**src/rtl/hack_serial_pkg.sv**
```systemverilog
// Shared definitions for the serial transmit blocks.
//   ser_state_e       : transmitter FSM state (IDLE, SHIFT)
//   SER_WIDTH_DEFAULT : default parallel word length in bits
package hack_serial_pkg;

  typedef enum logic {
    IDLE  = 1'b0,
    SHIFT = 1'b1
  } ser_state_e;

  localparam int unsigned SER_WIDTH_DEFAULT = 16;

endpackage

```
**src/rtl/serializer_16.sv**
```systemverilog
// Parallel-to-serial transmitter, MSB first, with valid/ready intake and abort.
// Ports:
//   clk      : clock, all state updates on rising edge
//   reset    : asynchronous active-high reset
//   data_i   : parallel word to transmit (sampled only on acceptance)
//   valid_i  : data_i is valid
//   ready_o  : word accepted this cycle if valid_i is also high
//   abort_i  : synchronous flush of the word in flight
//   ser_o    : serial data bit
//   ser_en_o : ser_o valid this cycle
//   last_o   : final bit of the current word
//   busy_o   : a word is being shifted out
module serializer_16
  import hack_serial_pkg::*;
#(
  parameter int unsigned WIDTH = SER_WIDTH_DEFAULT
) (
  input  logic             clk,
  input  logic             reset,
  input  logic [WIDTH-1:0] data_i,
  input  logic             valid_i,
  output logic             ready_o,
  input  logic             abort_i,
  output logic             ser_o,
  output logic             ser_en_o,
  output logic             last_o,
  output logic             busy_o
);

  localparam int unsigned CntW = (WIDTH > 1) ? $clog2(WIDTH) : 1;
  localparam logic [CntW-1:0] CntLast = CntW'(WIDTH - 1);

  ser_state_e       state_q, state_d;
  logic [WIDTH-1:0] shift_q, shift_d;
  logic [CntW-1:0]  cnt_q, cnt_d;
  logic             in_shift;
  logic             last_bit;
  logic             accept;

  assign in_shift = (state_q == SHIFT);
  assign last_bit = in_shift && (cnt_q == CntLast);
  // Ready on the last bit as well, so a new word follows without a gap.
  assign ready_o  = !abort_i && (!in_shift || last_bit);
  assign accept   = valid_i && ready_o;

  // Serial outputs come only from registered state.
  assign ser_o    = in_shift && shift_q[WIDTH-1];
  assign ser_en_o = in_shift;
  assign last_o   = last_bit;
  assign busy_o   = in_shift;

  always_comb begin
    state_d = state_q;
    shift_d = shift_q;
    cnt_d   = cnt_q;
    if (abort_i) begin
      state_d = IDLE;
      shift_d = '0;
      cnt_d   = '0;
    end else begin
      unique case (state_q)
        IDLE: begin
          if (accept) begin
            state_d = SHIFT;
            shift_d = data_i;
            cnt_d   = '0;
          end
        end
        SHIFT: begin
          if (accept) begin
            shift_d = data_i;
            cnt_d   = '0;
          end else if (last_bit) begin
            state_d = IDLE;
            shift_d = '0;
            cnt_d   = '0;
          end else begin
            shift_d = {shift_q[WIDTH-2:0], 1'b0};
            cnt_d   = cnt_q + CntW'(1);
          end
        end
        default: begin
          state_d = IDLE;
          shift_d = '0;
          cnt_d   = '0;
        end
      endcase
    end
  end

  always_ff @(posedge clk or posedge reset) begin
    if (reset) begin
      state_q <= IDLE;
      shift_q <= '0;
      cnt_q   <= '0;
    end else begin
      state_q <= state_d;
      shift_q <= shift_d;
      cnt_q   <= cnt_d;
    end
  end

endmodule

```
**config.mk**
```make
export PLATFORM = sky130hd
export DESIGN_NAME = serializer_16
export DESIGN_NICKNAME = d
export VERILOG_FILES = /design/src/rtl/hack_serial_pkg.sv /design/src/rtl/serializer_16.sv
export SDC_FILE = /design/constraint.sdc
export NUM_CORES = 1
export LEC_CHECK = 0
export ABC_CLOCK_PERIOD_IN_PS = 3700
export BUFFER_PORTS_ARGS = -buffer_cell sky130_fd_sc_hd__buf_2
export CORE_MARGIN = 2
export CORE_UTILIZATION = 50
export DETAILED_ROUTE_END_ITERATION = 6
export MAX_ROUTING_LAYER = met4
export PLACE_DENSITY = 0.81
export REMOVE_ABC_BUFFERS = 1
export SYNTH_ARGS = -nofsm -noshare
export SYNTH_HDL_FRONTEND = slang
export SYNTH_SLANG_ARGS = --single-unit
```
**constraint.sdc**
```tcl
create_clock -name clk -period 3.7 [get_ports clk]
set_input_delay 0.37 -clock clk [delete_from_list [all_inputs] [get_ports clk]]
set_output_delay 0.37 -clock clk [all_outputs]
set_load 0.02 [all_outputs]
```
==> out/qor.txt <==
Slew @ Worst Pin: 1.04 ns
grt total ovfl: 0
Iteration-0 DRC Markers: 16
Max Slew Vio Count: 0
Port Buffer Count: 24
Netlist Area Pre-Place: 990 um^2
Syn Area/Cell: 11.6 um^2
vias in the first global route: 660
ANT nets after route: 0
CTS max path bufs: 2
Post-Place Cell Area: 1100 um^2
vias per cell: 5.43
area leader, netlist: dfrtp_1
Final Setup Violations: 0
worst clock skew: 0.00444 ns
DRC Markers: 0
Seq/Total Area, Yosys: 53.1%
CTS tree: built
die area: 2350 um^2
# fillers: 171
TritonCTS Buffers: 3
final setup TNS: 0 ns
CP Data Arrival Time: 2.28 ns
crit path kind: reg -> reg
Final Hold Fails: 0
Detailed Place HPWL: 1.28 mm
CTS sink cnt: 21
post-synth top area share: 53.1%
Final WS setup: 1.65 ns
reg2reg end: shift_q[14]
WP data required: 3.93 ns
synthesized flop and latch total: 21
Post-CTS Setup Repair Bufs: 0
global-route wire length before repair: 2.95 mm
io pins: 25
status: finished clean
R2R Path Start: cnt_q[0]
Detailed Route WL: 1.83 mm
Die Y: 48.5 um
Post-synth EDFFs: 0
final period utilization: 55.4%
worst reg2reg setup slack: 1.65 ns
r2r worst-path depth: 5
critical path capture point type: flop
hold bufs inserted after CTS: 0
Initial Util: 51.5%
CTS resizes: 0
H-tree depth: 1
Chip Width: 48.5 um
Reg clk slew, reported paths: 0.11 ns
main flop type after synthesis: dfrtp_1
CTS root buffer: clkbuf_4
clk_lat worst skew: 0.29 ns
synthesis-to-layout area growth: 13.8%
initial antenna violation count: 0
synth warn: 0
total number of vias: 728
# diodes: 0
DP Worst Slack: 1.68 ns
fin crit period: 2.05 ns
Cell variety after synth: 22
worst min-delay path class: in -> async
CP Launch Point: cnt_q[0]
synthesized instance count: 85
share of cells above drive strength 1: 35.5%
CP Max Fanout: 16
GRT Total Usage: 16.9%
largest net degree at the start of global routing: 22
Setup crit start kind: flop
Async SR Flop Fraction: 100%
maximum vdd drop: 0.000201 V
core footprint: 1920 um^2
RSZ-0062 raised after global routing: false
Slew headroom: 30.3%
PwrDens: 361 nW/um^2
# nets final: 129
MaxCap Viol Count: 0
1st-pass router iterations: 4
GPL Wtd Cong: 0.720
post-DR wirelength/cell: 13.6 um
Area contributors post-synth: dfrtp_1, and2_1, a221o_1
Final Cell Area: 1130 um^2
Max Fclk: 488 MHz
Std-Cell Rows: 16
Leak: 0.561 nW
==> registers in the layout (all words and copies together) (netlist names) <==
register	flops
shift_q	16
cnt_q	4
busy_o	1
==> final cells by class <==
type	count	area [um^2]	area share (%)
Sequential cell	21	526	46.7
Multi-Input combinational cell	56	409	36.3
Timing Repair Buffer	25	128	11.3
Tap cell	27	33.8	3.00
Clock buffer	4	26.3	2.33
Inverter	1	3.75	0.333
==> worst max-delay path, cell delays in order, from the launching register on <==
cell	delay (ns)
dfrtp_1	0.42
ha_1	0.25
nand3_2	0.11
nand2_1	0.10
nor2_1	0.81
a221o_1	0.30
==> power by group <==
part / total, W / internal (W) / switching [W] / leakage, nW
clock: 0.000106 / 0.0000419 / 0.0000641 / 0.0150
combinational: 0.0000505 / 0.0000241 / 0.0000264 / 0.263
sequential: 0.000250 / 0.000242 / 0.00000851 / 0.283
==> cell usage after synthesis, types with 2 or more instances <==
master	instances
and2_1	16
buf_6	2
a21oi_1	3
nor2_1	5
nand2_1	5
o31ai_1	2
a221o_2	6
dfrtp_1	21
a221o_1	9
buf_2	2
nor3_1	2
buf_4	2
==> routing by layer <==
layer / up-vias / global-route usage (%) / share of wire (%)
met2: 16 / 23.4 / 45
met1: 350 / 23.0 / 48
met3: 4 / 4.32 / 4.0
met5: - / - / 0
met4: 0 / 8.57 / 2.2
li1: 358 / - / -
==> cell usage in the layout, fill, tap and decap left out <==
| cell | netlist | final |
|---|---|---|
| nand2_1 | 5 | 5 |
| buf_2 | 2 | 24 |
| clkbuf_1 | 1 | 1 |
| ha_1 | 1 | 1 |
| mux2i_1 | 1 | 1 |
| a221o_2 | 6 | 6 |
| o31ai_1 | 2 | 2 |
| nand3_1 | 1 | 1 |
| buf_4 | 2 | 1 |
| a221o_1 | 9 | 9 |
| a22o_2 | 1 | 1 |
| inv_1 | 1 | 1 |
| a21oi_2 | 1 | 1 |
| nor2_1 | 5 | 5 |
| and2_4 | 1 | 1 |
| clkbuf_4 | 0 | 3 |
| nand3_2 | 1 | 1 |
| and2_1 | 16 | 16 |
| a21oi_1 | 3 | 3 |
| a22o_1 | 1 | 1 |
| nor3_1 | 2 | 2 |
| dfrtp_1 | 21 | 21 |
==> through the flow <==
stage,utilization [%],cells,hold slack [ns],total power [W]
after floorplan,-,78,0.347,0.000282
after global placement,57.2,130,0.484,0.000304
after detailed placement,57.2,130,0.488,0.000306
after CTS,58.6,134,0.215,0.000411
after global routing,58.6,134,0.244,0.000430
final,58.6,134,0.182,0.000407
==> worst max path at each step <==
| stage | to | slack (ns) |
|---|---|---|
| after floorplan | cnt_q[3] | 1.80 |
| after global placement | shift_q[12] | 1.76 |
| after detailed placement | shift_q[5] | 1.68 |
| after CTS | shift_q[5] | 1.66 |
| after global routing | shift_q[5] | 1.48 |
| final | shift_q[14] | 1.65 |
==> logic make-up after synthesis <==
group,synth area share [%]
AND/OR/NAND/NOR,17.3
AO/OA/AOI/OAI,21.7
flip-flops,53.1
buffers and inverters,5.56
multiplexers,1.01
adder cells (fa/ha/maj),1.26
Note: power is estimated with default switching activity, not from simulation.
